**src/rtl/uart_receiver_pkg.sv**
```systemverilog
// Shared definitions for the UART receive path: FSM state encoding and
// the oversampling terminal counts for 8x and 16x operation.
package uart_receiver_pkg;

    typedef enum logic [2:0] {
        ST_IDLE,
        ST_START,
        ST_DATA,
        ST_PARITY,
        ST_STOP,
        ST_RECOVER
    } rx_state_t;

    localparam int OSR8  = 8;
    localparam int OSR16 = 16;

    localparam logic [3:0] OSR8_LAST   = 4'(OSR8 - 1);
    localparam logic [3:0] OSR16_LAST  = 4'(OSR16 - 1);
    localparam logic [3:0] HALF8_LAST  = 4'(OSR8 / 2 - 1);
    localparam logic [3:0] HALF16_LAST = 4'(OSR16 / 2 - 1);

    function automatic logic [3:0] osr_last(input logic bsel);
        return bsel ? OSR8_LAST : OSR16_LAST;
    endfunction

    function automatic logic [3:0] half_last(input logic bsel);
        return bsel ? HALF8_LAST : HALF16_LAST;
    endfunction

endpackage

```
**src/rtl/uart_rx_sync.sv**
```systemverilog
// Metastability synchroniser for the asynchronous serial line; resets to
// the idle (high) level so a reset never looks like a start bit.
module uart_rx_sync #(
    parameter int STAGES = 2
) (
    input  logic clk,
    input  logic rst,
    input  logic d,
    output logic q
);

    logic [STAGES-1:0] chain;

    always_ff @(posedge clk) begin
        if (rst) begin
            chain <= '1;
        end else begin
            chain <= {chain[STAGES-2:0], d};
        end
    end

    assign q = chain[STAGES-1];

endmodule

```
**src/rtl/uart_receiver.sv**
```systemverilog
// UART receive stage: start qualification, mid-bit sampling of data/parity/stop,
// and a one-entry holding register with parity, framing and overrun status.
module uart_receiver
    import uart_receiver_pkg::*;
#(
    parameter int DATA_W      = 8,
    parameter int SYNC_STAGES = 2
) (
    input  logic              pclk,
    input  logic              prst,
    input  logic              apb_en,
    input  logic              apb_bsel,
    input  logic              apb_pen,
    input  logic              apb_eps,
    input  logic              brg_rx_shift,
    input  logic              uart_rxd,
    input  logic              rx_rd,
    output logic [DATA_W-1:0] rx_data,
    output logic              rx_valid,
    output logic              rx_pe,
    output logic              rx_fe,
    output logic              rx_oe,
    output logic              rx_busy
);

    localparam logic [2:0] BCNT_LAST = 3'(DATA_W - 1);

    logic              rxd_s;
    rx_state_t         state, state_nxt;
    logic [3:0]        tcnt, tcnt_nxt;
    logic [2:0]        bcnt, bcnt_nxt;
    logic [DATA_W-1:0] shift, shift_nxt;
    logic              pe_cur, pe_cur_nxt;
    logic              load, load_fe;
    logic [3:0]        osr_l, half_l;

    uart_rx_sync #(.STAGES(SYNC_STAGES)) u_sync (
        .clk (pclk),
        .rst (prst),
        .d   (uart_rxd),
        .q   (rxd_s)
    );

    assign osr_l   = osr_last(apb_bsel);
    assign half_l  = half_last(apb_bsel);
    assign rx_busy = (state != ST_IDLE);

    always_comb begin
        state_nxt  = state;
        tcnt_nxt   = tcnt;
        bcnt_nxt   = bcnt;
        shift_nxt  = shift;
        pe_cur_nxt = pe_cur;
        load       = 1'b0;
        load_fe    = 1'b0;
        if (!apb_en) begin
            state_nxt = ST_IDLE;
            tcnt_nxt  = '0;
            bcnt_nxt  = '0;
        end else begin
            case (state)
                ST_IDLE: begin
                    if (brg_rx_shift && !rxd_s) begin
                        state_nxt = ST_START;
                        tcnt_nxt  = '0;
                    end
                end
                ST_START: begin
                    if (brg_rx_shift) begin
                        if (tcnt == half_l) begin
                            tcnt_nxt = '0;
                            if (!rxd_s) begin
                                state_nxt  = ST_DATA;
                                bcnt_nxt   = '0;
                                pe_cur_nxt = 1'b0;
                            end else begin
                                state_nxt = ST_IDLE;
                            end
                        end else begin
                            tcnt_nxt = tcnt + 4'd1;
                        end
                    end
                end
                ST_DATA: begin
                    if (brg_rx_shift) begin
                        if (tcnt == osr_l) begin
                            tcnt_nxt  = '0;
                            shift_nxt = {rxd_s, shift[DATA_W-1:1]};
                            if (bcnt == BCNT_LAST) begin
                                state_nxt = apb_pen ? ST_PARITY : ST_STOP;
                            end else begin
                                bcnt_nxt = bcnt + 3'd1;
                            end
                        end else begin
                            tcnt_nxt = tcnt + 4'd1;
                        end
                    end
                end
                ST_PARITY: begin
                    if (brg_rx_shift) begin
                        if (tcnt == osr_l) begin
                            tcnt_nxt   = '0;
                            pe_cur_nxt = (((^shift) ^ rxd_s) != !apb_eps);
                            state_nxt  = ST_STOP;
                        end else begin
                            tcnt_nxt = tcnt + 4'd1;
                        end
                    end
                end
                ST_STOP: begin
                    if (brg_rx_shift) begin
                        if (tcnt == osr_l) begin
                            tcnt_nxt  = '0;
                            load      = 1'b1;
                            load_fe   = !rxd_s;
                            state_nxt = rxd_s ? ST_IDLE : ST_RECOVER;
                        end else begin
                            tcnt_nxt = tcnt + 4'd1;
                        end
                    end
                end
                ST_RECOVER: begin
                    // A held-low line (break) must not look like a fresh start bit.
                    if (rxd_s) begin
                        state_nxt = ST_IDLE;
                    end
                end
                default: begin
                    state_nxt = ST_IDLE;
                    tcnt_nxt  = '0;
                end
            endcase
        end
    end

    always_ff @(posedge pclk) begin
        if (prst) begin
            state  <= ST_IDLE;
            tcnt   <= '0;
            bcnt   <= '0;
            shift  <= '0;
            pe_cur <= 1'b0;
        end else begin
            state  <= state_nxt;
            tcnt   <= tcnt_nxt;
            bcnt   <= bcnt_nxt;
            shift  <= shift_nxt;
            pe_cur <= pe_cur_nxt;
        end
    end

    // A pop coinciding with a load lets the load win; otherwise a full register drops the frame.
    always_ff @(posedge pclk) begin
        if (prst) begin
            rx_data  <= '0;
            rx_valid <= 1'b0;
            rx_pe    <= 1'b0;
            rx_fe    <= 1'b0;
            rx_oe    <= 1'b0;
        end else if (load) begin
            if (rx_valid && !rx_rd) begin
                rx_oe <= 1'b1;
            end else begin
                rx_data  <= shift;
                rx_pe    <= pe_cur;
                rx_fe    <= load_fe;
                rx_valid <= 1'b1;
            end
        end else if (rx_rd && rx_valid) begin
            rx_valid <= 1'b0;
            rx_oe    <= 1'b0;
        end
    end

endmodule

```
**config.mk**
```make
export PLATFORM = sky130hd
export DESIGN_NAME = uart_receiver
export DESIGN_NICKNAME = d
export VERILOG_FILES = /design/src/rtl/uart_receiver_pkg.sv /design/src/rtl/uart_rx_sync.sv /design/src/rtl/uart_receiver.sv
export SDC_FILE = /design/constraint.sdc
export NUM_CORES = 1
export LEC_CHECK = 0
export ABC_AREA = 1
export CELL_PAD_IN_SITES_DETAIL_PLACEMENT = 0
export CELL_PAD_IN_SITES_GLOBAL_PLACEMENT = 1
export CORE_MARGIN = 3
export CORE_UTILIZATION = 35
export DETAILED_ROUTE_END_ITERATION = 8
export HOLD_SLACK_MARGIN = 0.02
export PLACE_DENSITY = 0.8
export SYNTH_ARGS = -nofsm -noshare
export SYNTH_HDL_FRONTEND = slang
export SYNTH_SLANG_ARGS = --single-unit
```
**constraint.sdc**
```tcl
create_clock -name pclk -period 1.5 [get_ports pclk]
set_input_delay 0.3 -clock pclk [delete_from_list [all_inputs] [get_ports pclk]]
set_output_delay 0.3 -clock pclk [all_outputs]
set_load 0.1 [all_outputs]
```
After elaboration in Yosys (flattened, before gate mapping)
Cells that the tools add are included.
{"block": "op_classes", "n_addsub": 2, "muxes": 49, "n_eq_ne": 25, "n_reduce_logical": 22, "n_bitwise": 4}
{"op": "$mux 3", "n": 20}
{"op": "$ne 2x2->1 const B", "n": 13}
{"op": "$mux 4", "n": 6}
{"op": "$mux 1", "n": 18}
{"op": "$pmux 3 s6", "n": 1}
{"op": "$pmux 4 s4", "n": 1}
{"op": "$reduce_and 7->1", "n": 2}
{"op": "$reduce_and 11->1", "n": 1}
{"op": "$eq 3x3->1 const B", "n": 3}
{"op": "$reduce_and 4->1", "n": 2}
{"op": "$reduce_xor 8->1", "n": 1}
{"op": "$eq 3x2->1 const B", "n": 2}
{"op": "$ne 2x1->1 const B", "n": 3}
{"op": "$pmux 3 s2", "n": 1}
{"op": "$reduce_and 2->1", "n": 3}
{"op": "$reduce_bool 2->1", "n": 3}
{"op": "$add 4x1->4 const B", "n": 1}
{"op": "$eq 4x3->1", "n": 1}
{"op": "$eq 4x4->1", "n": 1}
{"op": "$add 3x1->3 const B", "n": 1}
{"op": "$eq 3x1->1 const B", "n": 1}
{"op": "$logic_and 1x1->1", "n": 3}
{"op": "$logic_not 1->1", "n": 3}
{"op": "$logic_not 3->1", "n": 1}
{"op": "other kinds (8)", "n": 10}
{"block": "word_totals", "out_inout_bits": 13, "in_bits": 9, "reg_bits": 33, "wordCells": 113}

Depth between registers and ports, before layout
Gate-level depths: netlist of the first run.
{"block": "depth", "ltp_word": 8, "mapped_depth": 12}

Modules after synthesis
From an unflattened synthesis of the first run, not the netlist that was laid out.
{"block": "unflattened", "hier_cells": 248, "hier_area_um2": 1685.4}
{"mod": "uart_receiver", "cells_each": 241, "seq_area_each_um2": 620.6, "area_each_um2": 1626.6, "instances": 1}
{"mod": "uart_rx_sync", "cells_each": 7, "seq_area_each_um2": 40.0, "area_each_um2": 58.8, "instances": 1}

Worst setup path before layout of the first run
OpenSTA, ideal clock, no wires.
{"block": "synth_timing", "path_kind": "register -> register", "from": "register rx_valid", "to": "register rx_fe", "slack_ns": -0.246, "n_path_buf": 0, "arrival_time_ns": 1.628, "synth_period_minus_slack_ns": 1.746, "t_required_ns": 1.382, "path_stages_with_launch": 8, "cell_sequence": "dfxtp_1 > inv_1 > nor2_1 > inv_1 > nand2_2 > clkinv_2 > o21ai_0 > nor2_1"}
{"block": "synth_between", "elab_chain_len": 3}
{"element": "start, declared", "line": "uart_receiver.sv:19", "source": "output logic rx_valid,"}
{"element": "start signal, assigned", "line": "uart_receiver.sv:156", "source": "rx_valid <= 1'b0;"}
{"element": "start signal, assigned", "line": "uart_receiver.sv:167", "source": "rx_valid <= 1'b1;"}
{"element": "start signal, assigned", "line": "uart_receiver.sv:170", "source": "rx_valid <= 1'b0;"}
{"element": "$logic_and 1x1->1", "line": "uart_receiver.sv:161", "source": "if (rx_valid && !rx_rd) begin"}
{"element": "$not 1->1 (no source line)"}
{"element": "$reduce_and 2->1 (no source line)"}
{"element": "end signal, assigned", "line": "uart_receiver.sv:166", "source": "rx_fe <= load_fe;"}
{"element": "end, declared", "line": "uart_receiver.sv:21", "source": "output logic rx_fe,"}
Every way passes these cells.
A chain may end at the register's enable or synchronous reset.

Worst setup path in the final report of the first run
{"block": "layout_timing", "from": "register state[2]", "to": "register tcnt[0]"}
{"block": "layout_between", "elab_chain_len": 4}
{"element": "start, declared", "line": "uart_receiver.sv:29", "source": "rx_state_t state, state_nxt;"}
{"element": "start signal, assigned", "line": "uart_receiver.sv:144", "source": "state <= state_nxt;"}
{"element": "$eq 3x3->1 or $eq 3x2->1 (tied branches)", "line": "uart_receiver.sv:61", "source": "case (state)"}
{"element": "$reduce_or 3->1 (no source line)"}
{"element": "$ne 2x1->1 (no source line)"}
{"element": "$reduce_and 4->1 (no source line)"}
{"element": "end signal, assigned", "line": "uart_receiver.sv:145", "source": "tcnt <= tcnt_nxt;"}
{"element": "end, declared", "line": "uart_receiver.sv:30", "source": "logic [3:0] tcnt, tcnt_nxt;"}
Several ways; a longest one is shown, not always the timed one.

==> reports/qor.txt, run 1 <==
share of layout cells above drive strength 1: 0.396
initial antenna violation count: 0
Reg2Reg Depth: 9
number of I/O pins: 22
pin count of the biggest net entering global routing: 15
crit path max fanout: 5
leakage: 1.15 nW
status: finished clean
DR iter-0 viols: 73
number of global-route vias before repair: 1588
register area: 674 µm²
worst hold slack: 0.418 ns
Via density: 4.75
post-route ant nets: 0
antenna cells: 0
actual slew at the worst max-slew pin: 0.302 ns
IO buf count: 21
f_max: 676 MHz
most frequent cells in the layout: nand2_1, buf_4, dfxtp_1, a21oi_1, inv_1
Clock Pin Slew Worst Setup and Hold Paths: 0.07 ns
Crit path largest cell delay: 0.38 ns
Min Clock Period, post-route: 1.48 ns
Final GP Congestion: 0.809
Crit. End Element: flip-flop
total gr overflow: 0
CP Capture Point: tcnt[0]
crit path from: state[2]
Final setup viols: 0
H-tree Lvls: 2
Die ar.: 5790 µm²
worst path arrival time: 1.66 ns
Mean Syn Cell Area: 6.74 µm²
via count: 1811
Synth top area share: 0.385
warnings from Yosys: 0
Core Footprint: 4530 µm²
first-pass GRT wire length: 6980 µm
reg2reg start: state[2]
Clk Latency, worst-skew pair: 0.29 ns
mapped cell area: 1720 µm²
Final Cycle Share: 0.986
Startpoint Class: flip-flop
crit-path cells: buf_6 > nor3_4 > nand2_2 > nand2_2 > inv_2 > nand2_4 > nor2_2 > a21oi_1 > nor2_1
WS Path Type: reg2reg
worst reg2reg path endpoint: tcnt[0]
most common cell after layout, fill and taps aside: nand2_1
Seq/Total Area, Yosys: 0.385
cell repeated most along the worst path: nand2_2
Multi-input gate area: 1100 µm²
Pre-antenna DRT Iters: 4
Slew Limit Fails: 0
root buffer cell: clkbuf_8
RSZ-0062 raised after global routing: true
Layout Skew: 0.00686 ns
biggest area consumer among synthesized cells: dfxtp_1
Worst EP required: 1.68 ns
Detailed Place HPWL: 3060 µm
clock tree from TritonCTS: yes
max-cap violations: 0
setup tns final: 0 ns
Bufs on Longest Clock Path: 2
Tot GR Track Use: 0.146
post-synth net total: 267
DRC Markers: 0
maximum VDD drop: 0.801 mV
Routed Wire Length: 4320 µm
DR WL/cell: 11.3 µm
total CTS buffers: 5
ranking of synthesized cells by area: dfxtp_1, nand2_1, a21oi_1, inv_1, nand3_1
fill count: 402
slew margin rel.: 0.799
Sink Count: 33
die height: 76.1 µm
total power: 2.50 mW
R2R setup slack: 0.02 ns
initial core utilization: 0.379
Syn Inst Count: 255
Area Growth Syn to Fin: 59.7%
synth unique cells: 26
Final nets: 327
# rows: 24
Power Dens Cells: 912 nW/µm²
slowest cell on the critical path: dfxtp_4
Final Util: 0.605
Die W: 76.1 µm
CTS Hold Bufs: 0
Hold Crit Class: reg2reg
#FFs+latches synth: 33
Hold Vio Cnt, Final: 0
flip-flops by register name (all words and copies together), names as in the netlist, 2 cells and up:
name          count
rx_data           8
shift             8
tcnt              4
bcnt              3
state             3
u_sync.chain      2
synth_stat cells:
| master | n |
|---|---|
| nor3_4 | 1 |
| ha_1 | 3 |
| nand3_1 | 16 |
| buf_2 | 1 |
| or2_2 | 2 |
| nand4_1 | 6 |
| o21ai_0 | 16 |
| a21oi_1 | 29 |
| xor2_1 | 1 |
| clkbuf_1 | 1 |
| xnor2_1 | 3 |
| buf_4 | 1 |
| nor2_2 | 4 |
| nor2_1 | 18 |
| inv_1 | 29 |
| nor2_4 | 1 |
| nand3b_1 | 2 |
| dfxtp_1 | 33 |
| inv_2 | 7 |
| nand2_1 | 68 |
| o211ai_1 | 1 |
| nand3_2 | 1 |
| nand2_2 | 6 |
| clkinv_2 | 1 |
| o21ai_2 | 2 |
| nor3_1 | 2 |
how the worst min path moves through the flow:
stage,cells past startpoint,to,startpoint,slack [ns]
after floorplan,1,rx_oe,prst,0.37
after global placement,1,u_sync.chain[1],u_sync.chain[0],0.40
after detailed placement,1,u_sync.chain[1],u_sync.chain[0],0.41
after CTS,1,u_sync.chain[1],u_sync.chain[0],0.42
after global routing,1,u_sync.chain[1],u_sync.chain[0],0.43
final,1,u_sync.chain[1],u_sync.chain[0],0.42
area by class of cell:
class,instances,area share
clock buffer,5,0.0251
clock inverter,3,0.0169
inverter,37,0.0561
multi-input combinational,183,0.400
sequential,33,0.246
tap,65,0.0296
timing repair buffer,54,0.223
timing repair inverter,1,0.00319
report_power, final:
part | switching (mW) | internal (mW) | total (mW)
clock | 0.344 | 0.497 | 0.841
combinational | 0.435 | 0.301 | 0.736
sequential | 0.0286 | 0.895 | 0.924
total | 0.808 | 1.69 | 2.50
kinds of logic after synthesis:
kind of cell | synth area share
and+or+nand+nor | 0.336
AOI/OAI and AO/OA | 0.146
buffers and inverters | 0.0910
DFF | 0.385
xor gates and xnor gates | 0.0204
adders and majority gates | 0.0219
metal layers:
metal	track usage	part of all wire	up-vias
li1	-	-	946
met1	0.182	0.47	826
met2	0.242	0.47	29
met3	0.0343	0.036	10
met4	0.0616	0.024	0
met5	0	0	-
metrics by stage:
stage | worst slack, ns | cells | instance area (µm²)
after detailed placement | -0.390 | 360 | 2290
after global routing | -0.109 | 381 | 2740
after CTS | -0.00307 | 370 | 2460
after floorplan | 0.00656 | 255 | 1730
after global placement | -0.350 | 360 | 2290
final | 0.0215 | 381 | 2740
critical path, delay by kind of cell (launching register included):
kind	cells	cell delay [ns]
AOI/OAI and AO/OA	1	0.12
buffers and inverters	2	0.18
DFF	1	0.38
and+or+nand+nor	6	0.69
repair_timing:
action | in CTS | in global routing
gates cloned | 1 | 1
setup endpoints to repair | 14 | 28
gates resized for setup | 11 | 65
setup buffers | 1 | 12
pin swaps | 5 | 34
(Power assumes the default switching activity.)
==> run 2, diff against run 1 <==
--- a/config.mk
+++ b/config.mk
@@ -16,3 +16,4 @@
 export SYNTH_ARGS = -nofsm -noshare
 export SYNTH_HDL_FRONTEND = slang
 export SYNTH_SLANG_ARGS = --single-unit
+export TNS_END_PERCENT = 30
==> reports/qor.txt, run 2 (synthesized netlist as in run 1, its figures left out) <==
status: finished clean
# rows: 24 (unchanged)
IO buf count: 21 (unchanged)
total CTS buffers: 5 (unchanged)
Core Footprint: 4530 µm² (unchanged)
Power Dens Cells: 944 nW/µm² (+3.6%)
RSZ-0062 raised after global routing: true
pin count of the biggest net entering global routing: 15 (unchanged)
Reg2Reg Depth: 11 (+2)
die height: 76.1 µm (unchanged)
f_max: 686 MHz (+1.4%)
worst reg2reg path endpoint: rx_oe
placed cell areas: 2290 µm² (unchanged)
maximum VDD drop: 0.879 mV (+9.7%)
DR WL/cell: 10.7 µm (-5.3%)
CP top delay family: flip-flops
Cell Count, Final, Fillers Out: 373 (-2.1%)
antenna cells: 0 (unchanged)
Area Growth Syn to Fin: 47.6%
Die W: 76.1 µm (unchanged)
first-pass GRT wire length: 6980 µm (unchanged)
crit-path cells: nor3_4 > buf_4 > inv_2 > buf_12
Cells after DPL: 360 (unchanged)
most frequent cells in the layout: nand2_1, a21oi_1, dfxtp_1, inv_1, buf_4
Final setup viols: 0 (unchanged)
Hold Crit Class: reg2reg
Die ar.: 5790 µm² (unchanged)
CTS Hold Bufs: 0 (unchanged)
pre-CTS setup slack: -0.390 ns (unchanged)
Worst Hold End: u_sync.chain[1]
H-tree Lvls: 2 (unchanged)
slowest cell on the critical path: dfxtp_2
reg2reg start: tcnt[1]
worst hold stages: 1 (unchanged)
actual slew at the worst max-slew pin: 0.279 ns (-0.0229 ns)
Min Clock Period, post-route: 1.46 ns (-0.0200 ns)
Crit path largest cell delay: 0.35 ns (-0.03 ns)
root buffer cell: clkbuf_8
Sink Count: 33 (unchanged)
Final WS setup: 0.0415 ns (+0.0200 ns)
Layout Skew: 0.00542 ns (-0.00144 ns)
slew margin rel.: 0.814 (+0.0153)
total gr overflow: 0 (unchanged)
leakage: 1.08 nW (-5.9%)
Detailed Place HPWL: 3060 µm (unchanged)
Bufs on Longest Clock Path: 2 (unchanged)
Final Util: 0.559 (-0.0461)
DRC Markers: 0 (unchanged)
Startpoint Class: flip-flop
Crit. End Element: output port
Clk Latency, worst-skew pair: 0.29 ns (about the same)
Crit path buffers/inverters: 3 (+1)
initial antenna violation count: 0 (unchanged)
DR iter-0 viols: 60 (-18%)
Final GP Congestion: 0.809 (unchanged)
number of I/O pins: 22 (unchanged)
number of global-route vias before repair: 1588 (unchanged)
crit path max fanout: 4 (-1)
setup tns final: 0 ns (unchanged)
worst hold start: u_sync.chain[0]
max-cap violations: 0 (unchanged)
Final Instance Area: 2530 µm² (-7.6%)
Tot GR Track Use: 0.146 (unchanged)
worst path arrival time: 1.16 ns (-0.50 ns)
share of layout cells above drive strength 1: 0.295 (-0.100)
WS Path Type: reg2out
Hold Vio Cnt, Final: 0 (unchanged)
Final Cycle Share: 0.972 (-0.0133)
most common cell after layout, fill and taps aside: nand2_1
Via density: 4.60 (-3.2%)
Worst EP required: 1.20 ns (-0.48 ns)
Pre-antenna DRT Iters: 4 (unchanged)
Routed Wire Length: 4010 µm (-7.3%)
Slew Limit Fails: 0 (unchanged)
via count: 1716 (-5.2%)
R2R setup slack: 0.04 ns (+0.02 ns)
initial core utilization: 0.379 (unchanged)
Clock Pin Slew Worst Setup and Hold Paths: 0.07 ns (about the same)
Regs by FF count: rx_data x8, shift x8, tcnt x4
clock tree from TritonCTS: yes
post-route ant nets: 0 (unchanged)
Final nets: 319 (-2.4%)
-- run 2: cell types whose count changed in the layout (fill, tap and decap cells not counted), sizes merged --
cell	change
buf	-8
-- run 2: final cells by class --
| class | instances | area [µm²] |
|---|---|---|
| fillers | 421 | 2000 |
| multi-input cells | 183 | 976 |
| flip-flops and latches | 33 | 671 |
| repair buffers | 46 | 534 |
| inverters | 37 | 149 |
| well taps | 65 | 81.3 |
| clock buffers | 5 | 68.8 |
| clock inverters | 3 | 46.3 |
| repair inverters | 1 | 8.76 |
-- run 2: worst max path at each step --
stage / slack (ns) / startpoint / to / depth (start not counted)
floorplan: 0.007 / tcnt[1] / rx_data[0] / 11
global placement: -0.35 / apb_bsel / rx_fe / 11
detailed placement: -0.39 / apb_bsel / rx_data[2] / 11
CTS: -0.003 / state[2] / rx_busy / 4
global route: -0.08 / tcnt[1] / rx_data[5] / 11
finish: 0.04 / state[1] / rx_busy / 4
-- run 2: layer usage --
metal  vias up  wire length [µm]  track usage
met1       758              1960        0.182
met2        23              1830        0.242
met5         -                 0            0
li1        927                 -            -
met4         0                82       0.0616
met3         8               134       0.0343
-- run 2: power breakdown --
group | internal (mW) | switching (mW)
logic | 0.253 | 0.377
clock network | 0.497 | 0.345
registers | 0.895 | 0.0267
total | 1.65 | 0.749
-- run 2: timing repair --
item	CTS	global route
pin swaps	4	12
endpoints found under the setup margin	14	28
gates cloned	1	1
resized for setup	10	19
endpoints found under the hold margin	0	0
buffers inserted	1	2
-- run 2: through the flow --
stage / hold slack (ns) / power [mW]
after floorplan: 0.369 / 1.31
after global placement: 0.395 / 1.52
after detailed placement: 0.408 / 1.52
after CTS: 0.424 / 2.41
after global routing: 0.432 / 2.53
final: 0.419 / 2.39
-- run 2: worst reg2reg max path: stages, from the launching register on --
cell and delay, ns:
dfxtp_2 0.36, ha_4 0.14, nand2_1 0.05, nor2_1 0.08
nand2_1 0.08, inv_2 0.07, nand2_2 0.05, nor2_4 0.15
buf_4 0.13, buf_4 0.09, o21ai_0 0.06, a21oi_1 0.13
